### config.mk
export PLATFORM = sky130hd
export DESIGN_NAME = seq_detect_sched
export DESIGN_NICKNAME = d
export VERILOG_FILES = /design/src/rtl/seq_detect_sched.sv
export SDC_FILE = /design/constraint.sdc
export NUM_CORES = 1
export LEC_CHECK = 0
export CORE_AREA = 3 3 75 63
export DETAILED_ROUTE_END_ITERATION = 16
export DIE_AREA = 0 0 78 66
export GPL_ROUTABILITY_DRIVEN = 0
export RECOVER_POWER = 50
export SKIP_LAST_GASP = 1
export SYNTH_ARGS = -nofsm -noshare
export SYNTH_HDL_FRONTEND = slang
export SYNTH_SLANG_ARGS = --single-unit
### constraint.sdc
create_clock -name Clk -period 4 [get_ports Clk]
set_input_delay 0.8 -clock Clk [delete_from_list [all_inputs] [get_ports Clk]]
set_output_delay 0.8 -clock Clk [all_outputs]
set_load 0.05 [all_outputs]
### src/rtl/seq_detect_sched.sv
// seq_detect_sched
//   Two-requester round-robin frame scheduler feeding a serial "00/11"
//   detector. A granted FRAME_W-bit frame is shifted out MSB first on Ser_w;
//   Match flags every bit that equals the previous bit of the same frame, and
//   the number of such bits is reported on Count when the frame completes.
//
// Parameters
//   FRAME_W  bits per frame (2..16)
//
// Ports
//   Clk          clock, rising edge
//   Rst          asynchronous reset, active low
//   Req0/Req1    requester has a frame pending
//   Data0/Data1  requester frame, captured at the grant edge
//   Gnt0/Gnt1    one-cycle grant pulse (combinational, IDLE only)
//   Busy         frame in progress (SHIFT or DONE)
//   Ser_w        serial bit presented to the detector
//   Match        current bit equals previous bit of this frame
//   Done         one-cycle frame-complete pulse
//   Count        Match count of the last completed frame
//   Src          requester owning the current or last frame
module seq_detect_sched #(
    parameter int FRAME_W = 8
) (
    input  logic               Clk,
    input  logic               Rst,
    input  logic               Req0,
    input  logic [FRAME_W-1:0] Data0,
    input  logic               Req1,
    input  logic [FRAME_W-1:0] Data1,
    output logic               Gnt0,
    output logic               Gnt1,
    output logic               Busy,
    output logic               Ser_w,
    output logic               Match,
    output logic               Done,
    output logic [3:0]         Count,
    output logic               Src
);

    localparam int IDX_W = (FRAME_W > 1) ? $clog2(FRAME_W) : 1;
    localparam logic [IDX_W-1:0] LAST_IDX = IDX_W'(FRAME_W - 1);

    typedef enum logic [1:0] {
        IDLE  = 2'd0,
        SHIFT = 2'd1,
        DONE  = 2'd2
    } state_t;

    state_t             state_q, state_d;
    logic [FRAME_W-1:0] shreg_q;
    logic [IDX_W-1:0]   idx_q;
    logic               prev_q;
    logic               last_gnt_q;   // 1: requester 1 was granted last
    logic               grant_any;
    logic               grant_sel;    // 1: requester 1 wins this grant

    always_comb begin
        state_d   = state_q;
        Gnt0      = 1'b0;
        Gnt1      = 1'b0;
        Busy      = 1'b0;
        Ser_w     = 1'b0;
        Match     = 1'b0;
        Done      = 1'b0;
        grant_any = 1'b0;
        grant_sel = 1'b0;
        unique case (state_q)
            IDLE: begin
                // Rst gating keeps the grants low while reset is held,
                // since they are otherwise a direct function of Req.
                if (Rst && (Req0 || Req1)) begin
                    grant_any = 1'b1;
                    grant_sel = Req1 && (!Req0 || !last_gnt_q);
                    Gnt0      = !grant_sel;
                    Gnt1      = grant_sel;
                    state_d   = SHIFT;
                end
            end
            SHIFT: begin
                Busy  = 1'b1;
                Ser_w = shreg_q[FRAME_W-1];
                Match = (idx_q != '0) && (Ser_w == prev_q);
                if (idx_q == LAST_IDX) begin
                    state_d = DONE;
                end
            end
            DONE: begin
                Busy    = 1'b1;
                Done    = 1'b1;
                state_d = IDLE;
            end
            default: begin
                state_d = IDLE;
            end
        endcase
    end

    always_ff @(posedge Clk or negedge Rst) begin
        if (!Rst) begin
            state_q    <= IDLE;
            shreg_q    <= '0;
            idx_q      <= '0;
            prev_q     <= 1'b0;
            Count      <= '0;
            Src        <= 1'b0;
            last_gnt_q <= 1'b1;
        end else begin
            state_q <= state_d;
            if (grant_any) begin
                shreg_q    <= grant_sel ? Data1 : Data0;
                Src        <= grant_sel;
                last_gnt_q <= grant_sel;
                idx_q      <= '0;
                Count      <= '0;
                prev_q     <= 1'b0;
            end else if (state_q == SHIFT) begin
                shreg_q <= {shreg_q[FRAME_W-2:0], 1'b0};
                idx_q   <= idx_q + 1'b1;
                prev_q  <= Ser_w;
                if (Match) begin
                    Count <= Count + 4'd1;
                end
            end
        end
    end

endmodule

==> metrics.md, run 1 <==
| Metric | Value |
|---|---|
| Crit path depth | `6` |
| Number of synthesized flops with an enable pin | `0` |
| Critical path arrival | `approximately 2300 ps` |
| Initial Util | `0.288` |
| Ys Warns | `0` |
| FILL cells | `~430` |
| Ports | `31` |
| LEAKAGE | `about 0.66 nW` |
| Setup tns final | `0 ps` |
| Cells after Synth | `between 100 and 150` |
| Die W | `around 80 um` |
| NetSw | `0.000478 W` |
| Internal | `between 0.0006 and 0.0007 W` |
| Clock sink count | `20` |
| Yosys reg bits | `20` |
| Sequential fraction of the synthesis area | `0.425` |
| WP data required | `about 3200 ps` |
| Status | `finished clean` |
| Avg WL per Cell | `~14 um` |
| RSZ-0062 raised after global routing | `false` |
| Hold Crit Class | `reg -> reg` |
| Reg-to-reg endpoint | `shreg_q[0]` |
| Fin crit share | `0.776` |
| Logic pwr share | `0.508` |
| Hpwl dp | `about 2200 um` |
| Clk network pwr share | `0.178` |
| Largest net degree at the start of global routing | `24` |
| Total gr overflow | `0` |
| Post-Syn Area | `1180 um^2` |
| Worst-Skew Late Latency | `between 200 and 300 ps` |
| Final Hold Viols | `0` |
| Total Die Area | `just over 5000 um^2` |
| Largest area contributor in the netlist | `dfrtp_1` |
| # rows | `21` |
| Area share of the largest cell type after synthesis | `0.403` |
| Peak VDD IR | `slightly above 300 uV` |
| WS Path Type | `reg -> out` |
| Final-report setup violation count | `0` |
| Post-route DRC violation count | `0` |
| Clk pin slew, worst setup/hold paths | `roughly 80 ps` |
| Switching share of power | `0.426` |
| CTS Buf Count | `3` |
| Worst Path Max Fanout | `15` |
| Most common flop cell mapped by yosys | `dfrtp_1` |
| Reg2reg path depth | `5` |
| Skew final | `a little over 9 ps` |
| Critical path origin | `state_q[1]` |
| Root buf cell | `clkbuf_8` |
| Critical path cell sequence | `inv_1 -> ha_1 -> buf_4 -> inv_2 -> nor3_1 -> clkdlybuf4s50_1` |
| Initial DRC count | `58` |
| MaxCap Viol Count | `0` |
| Clock Path Buffers | `2` |
| Worst-Margin Slew | `about 860 ps` |
| First drt pass iteration count | `4` |
| Vias in the first global route | `about 1,000` |
| Slew headroom | `0.423` |
| Port bufs | `30` |
| Post-synth ARST share | `1.00` |
| Post-CTS sizing | `0` |
| Count of inserted antenna diode cells | `0` |
| GRT Overall Usage | `0.116` |
| Minimum clock period | `3100 ps` |
| First-pass GRT wire length | `4810 um` |
| Pwr Density | `697 nW/um^2` |
| CP delay by family, top | `buffers and inverters` |
| Nature of the critical path endpoint | `output pin` |
| RR Startpoint | `state_q[0]` |
| Synth cell types | `37` |
| Initial antenna violation count | `0` |
| CTS Hold Buffers Added | `0` |
| Final max-slew violation count | `0` |
| Startpoint types | `register` |
| Total wire length | `between 2000 and 3000 um` |
| H-tree depth | `1` |
| CTS tree | `done` |
| Worst Setup EP | `Match` |
| # nets final | `180` |
| Synth area leaders | `dfrtp_1, ha_1, nand4_1` |
| Post-CTS setup buffers | `0` |
| Syn Nets | `~150` |
| Avg Cell Area, Syn | `roughly 9.5 um^2` |
| Via count | `1,041` |
| Buf+Inv Stages, Crit Path | `4` |
| Vias per cell | `approximately 5.0` |
| Die height | `between 60 and 70 um` |
| Tot Pwr | `0.00112 W` |
| Core Box Area | `4100 um^2` |
| Layout cell share with drive strength beyond 1 | `0.0987` |
| ANT nets after route | `0` |
| Area delta synth->final | `36.4%` |
| Seq pwr share | `0.314` |
| Critical Path Slowest Stage Cell | `clkdlybuf4s50_1` |
| Worst path max stage delay | `830 ps` |
| Worst R2R Setup Slack | `around 2100 ps` |
| Fmax achieved | `322 MHz` |
worst min path at each step:
stage                 end  startpoint  cells after the start
3_5_place_dp          Src         Src                      2
4_1_cts               Src         Src                      2
5_1_grt        last_gnt_q  last_gnt_q                      2
3_3_place_gp          Src         Src                      2
2_1_floorplan  last_gnt_q  last_gnt_q                      2
6_report              Src         Src                      2
through the flow:
stage,util,cells,cell area (um^2),worst slack (ps),hold slack [ps]
after floorplan,-,124,1180,1160,490
final,0.393,209,1610,896,517
after global placement,0.377,205,1550,1060,502
after CTS,0.394,209,1620,856,523
after detailed placement,0.377,205,1550,1010,502
after global routing,0.393,209,1610,709,558
power by group through the flow:
stage / combinational [W] / clock (W) / sequential [W]
6_report: 0.000570 / 0.000200 / 0.000352
5_1_grt: 0.000625 / 0.000216 / 0.000364
3_5_place_dp: 0.000577 / 0 / 0.000356
4_1_cts: 0.000580 / 0.000206 / 0.000354
2_1_floorplan: 0.000382 / 0 / 0.000386
3_3_place_gp: 0.000565 / 0 / 0.000351
cell usage in the layout, fill, tap and decap left out, types with 4 or more instances in the layout:
cell	synthesis	final
inv_1	4	4
mux2i_1	4	4
nand2b_1	4	4
dfrtp_1	19	19
nand4_1	9	9
nand3_1	8	8
nor3_1	8	8
nor2_1	8	8
o21ai_1	4	4
o21ai_0	4	4
a31oi_1	7	7
clkdlybuf4s50_1	0	27
ha_1	7	7
flip-flops by register name, indices dropped and copies added (netlist names):
signal and count:
prev_q 1, idx_q 3, shreg_q 8, last_gnt_q 1
Count 4, Src 1, state_q 2
routing by layer:
metal  GRT usage  up-vias  share of wire
li1            -      507              -
met1       0.157      497           0.49
met2       0.190       35           0.45
met3      0.0300        2          0.049
met4      0.0197        0         0.0045
met5           0        -              0
synthesized netlist by cell type (2+ instances only):
cell type,n
nand4_1,9
a31oi_1,7
xnor2_1,2
o31ai_1,2
o21ai_0,4
ha_1,7
nor2b_1,2
clkbuf_1,3
nand2b_1,4
nand2_1,3
a21oi_1,3
dfrtp_1,19
o21ai_1,4
nor3_1,8
mux2i_1,4
buf_2,3
buf_4,2
nand3_1,8
inv_1,4
nor2_1,8
and2_1,2
logic make-up after synthesis:
logic type | count (synthesis) | share of synthesized area
muxes | 4 | 0.0339
and+or+nand+nor | 49 | 0.230
DFF | 20 | 0.425
buffers and inverters | 13 | 0.0509
AOI/OAI and AO/OA | 28 | 0.163
xor gates and xnor gates | 3 | 0.0223
adders and majority gates | 7 | 0.0742
worst min-delay path: stages (launching register included):
cell,delay [ps]
dfrtp_1,350
nor2_1,50
nor2_1,80
cell type report:
cell class	count	area, um^2	area share
Timing Repair Buffer	32	335	0.208
Multi-Input combinational cell	91	611	0.379
Sequential cell	20	502	0.312
Tap cell	57	71.3	0.0443
Clock buffer	3	41.3	0.0257
Clock inverter	1	30.0	0.0187
Inverter	5	18.8	0.0117
Note: power is estimated with default switching activity, not from simulation.
==> run 2, diff against run 1 <==
- clock period: 4 -> 3.1 ns (I/O delays scaled with it)
==> run 2 against run 1 <==
Compared with the run above: worst hold slack improved by 6.6 ps; setup slack got worse by 410 ps; largest power group unchanged; first-iteration DRC count decreased by 5.2%; final area decreased by 0.23%; highest routed layer unchanged; via count is 2.1% higher; die area is the same; clock power about the same; wire length is 2.9% lower; critical path depth decreased by 2; clock skew is 5.1 ps lower.
==> metrics.md, run 2 (synthesized netlist as in run 1, its figures left out) <==
| Metric | Value |
|---|---|
| Setup tns final | `0 ps (unchanged)` |
| Worst R2R Setup Slack | `1320 ps (-750 ps)` |
| First-pass GRT wire length | `4790 um (-0.44%)` |
| WS Path Type | `in -> out` |
| Fin crit share | `0.843` |
| Slew headroom | `0.666 (+0.243)` |
| Internal | `0.000779 W (+21%)` |
| Worst path max stage delay | `610 ps (-220 ps)` |
| Placed instance area | `1560 um^2 (+0.81%)` |
| Core Box Area | `4100 um^2 (unchanged)` |
| Logic pwr share | `0.535 (+0.027)` |
| Initial DRC count | `55 (-5.2%)` |
| Critical path cell sequence | `clkdlybuf4s50_1 -> a21boi_2 -> and2_4 -> buf_12` |
| GRT Overall Usage | `0.117 (+0.00126)` |
| Clk pin slew, worst setup/hold paths | `70 ps (about the same)` |
| Root buf cell | `clkbuf_8` |
| Reg-to-reg endpoint | `Count[0]` |
| FILL cells | `416 (-2.8%)` |
| Via count | `1,063 (+2.1%)` |
| Vias in the first global route | `1,043 (+0.38%)` |
| ANT nets after route | `0 (unchanged)` |
| Most flops, register | `shreg_q` |
| Vias per cell | `5.04 (+1.1%)` |
| Clock Path Buffers | `2 (unchanged)` |
| Critical Path Slowest Stage Cell | `clkdlybuf4s50_1` |
| Clk network pwr share | `0.141 (-0.037)` |
| Clock sink count | `20 (unchanged)` |
| Nature of the critical path endpoint | `output pin` |
| Seq pwr share | `0.324 (+0.010)` |
| Worst Path Max Fanout | `12 (-3)` |
| Crit path depth | `4 (-2)` |
| First drt pass iteration count | `4 (unchanged)` |
| Hpwl dp | `2160 um (-1.0%)` |
| H-tree depth | `1 (unchanged)` |
| LEAKAGE | `0.666 nW (+0.67%)` |
| Fin worst setup slack | `487 ps (-409 ps)` |
| Largest register FFs | `8 (unchanged)` |
| Total gr overflow | `0 (unchanged)` |
| Worst-Skew Late Latency | `260 ps (about the same)` |
| Skew final | `4.14 ps (-5.06 ps)` |
| Final Hold Viols | `0 (unchanged)` |
| Initial antenna violation count | `0 (unchanged)` |
| Die height | `66 um (unchanged)` |
| Reg2reg path depth | `6 (+1)` |
| MaxCap Viol Count | `0 (unchanged)` |
| Total wire length | `2810 um (-2.9%)` |
| Final instance area | `1610 um^2 (-0.23%)` |
| Tot Pwr | `0.00139 W (+24%)` |
| Minimum clock period | `between 2000 and 3000 ps` |
| Hold Crit Class | `reg -> reg` |
| Final max-slew violation count | `0 (unchanged)` |
| NetSw | `0.000614 W (+28%)` |
| # nets final | `182 (+1.1%)` |
| CTS Buf Count | `3 (unchanged)` |
| Total Die Area | `5150 um^2 (unchanged)` |
| Worst Setup EP | `Gnt1` |
| Commonest non-fill, non-tap cell in the layout | `clkdlybuf4s50_1` |
| Post-route DRC violation count | `0 (unchanged)` |
| Count of inserted antenna diode cells | `0 (unchanged)` |
| CP delay by family, top | `buffers and inverters` |
| WP data required | `2480 ps (-720 ps)` |
| Switching share of power | `0.441 (+0.0148)` |
| Buf+Inv Stages, Crit Path | `2 (-2)` |
| Post-CTS sizing | `0 (unchanged)` |
| Critical path origin | `Req0` |
| Area delta synth->final | `36.1%` |
| CTS Hold Buffers Added | `0 (unchanged)` |
| Status | `finished clean` |
| Post-Place Worst Slack | `495 ps (-512 ps)` |
| Post-CTS setup buffers | `0 (unchanged)` |
| Layout cell share with drive strength beyond 1 | `0.117 (+0.0182)` |
| Hold slack | `523 ps (+6.60 ps)` |
| Most frequent cells in the layout | `clkdlybuf4s50_1, dfrtp_1, nand4_1` |
| Worst-Margin Slew | `499 ps (-363 ps)` |
| # rows | `21 (unchanged)` |
| Initial Util | `0.288 (unchanged)` |
| Avg WL per Cell | `13.3 um (-3.8%)` |
| Peak VDD IR | `298 uV (-2.7%)` |
| Port bufs | `30 (unchanged)` |
| Startpoint types | `primary input` |
| Top flop regs | `shreg_q (8), Count (4), idx_q (3)` |
| Pwr Density | `868 nW/um^2 (+24%)` |
| RR Startpoint | `state_q[1]` |
| Final-report setup violation count | `0 (unchanged)` |
| Largest net degree at the start of global routing | `24 (unchanged)` |
| Die W | `78 um (unchanged)` |
| Critical path arrival | `1990 ps (-310 ps)` |
| Ports | `31 (unchanged)` |
| CTS tree | `done` |
| Fmax achieved | `about 380 MHz` |
| RSZ-0062 raised after global routing | `false` |
run 2: cell count changes in the layout (fill, tap and decap cells not counted), sizes merged:
cell / before / now
buf: 4 / 7
bufinv: 1 / 0
clkbuf: 3 / 4
clkdlybuf4s50: 27 / 26
run 2: through the flow:
stage / std cells / util
floorplan: 124 / -
global placement: 207 / 0.380
detailed placement: 207 / 0.380
CTS: 211 / 0.393
global route: 211 / 0.392
finish: 211 / 0.392
run 2: worst register-to-register path, stage by stage (launching register included):
cell     delay (ps)
dfrtp_1         400
inv_1            90
ha_1            170
buf_4           220
inv_2           150
or4_4           540
a21oi_2         150
run 2: area by class of cell:
cell class / count / area [um^2] / share of cell area
clock buffer: 4 / 55.1 / 0.0343
sequential: 20 / 502 / 0.313
inverter: 5 / 18.8 / 0.0117
multi-input combinational: 91 / 611 / 0.380
timing repair buffer: 34 / 348 / 0.217
tap: 57 / 71.3 / 0.0444
run 2: per-layer routing:
| layer | vias up | wire, um | global-route usage |
|---|---|---|---|
| met5 | - | 0 | 0 |
| met4 | 0 | 19 | 0.0262 |
| met3 | 4 | 146 | 0.0286 |
| met2 | 33 | 1270 | 0.176 |
| met1 | 509 | 1370 | 0.169 |
| li1 | 517 | - | - |
run 2: power groups by stage:
stage | logic (W) | registers [W] | clock network, W
detailed placement | 0.000754 | 0.000457 | 0
CTS | 0.000756 | 0.000453 | 0.000203
global placement | 0.000742 | 0.000450 | 0
floorplan | 0.000493 | 0.000498 | 0
finish | 0.000745 | 0.000452 | 0.000197
global route | 0.000819 | 0.000470 | 0.000217
run 2: worst min-delay path by stage:
stage,startpoint,endpoint,slack [ps],depth (start not counted)
after floorplan,Rst,Count[0],320,0
after CTS,last_gnt_q,last_gnt_q,540,2
final,Src,Src,520,2
after global routing,last_gnt_q,last_gnt_q,550,2
after global placement,Src,Src,500,2
after detailed placement,Src,Src,520,2
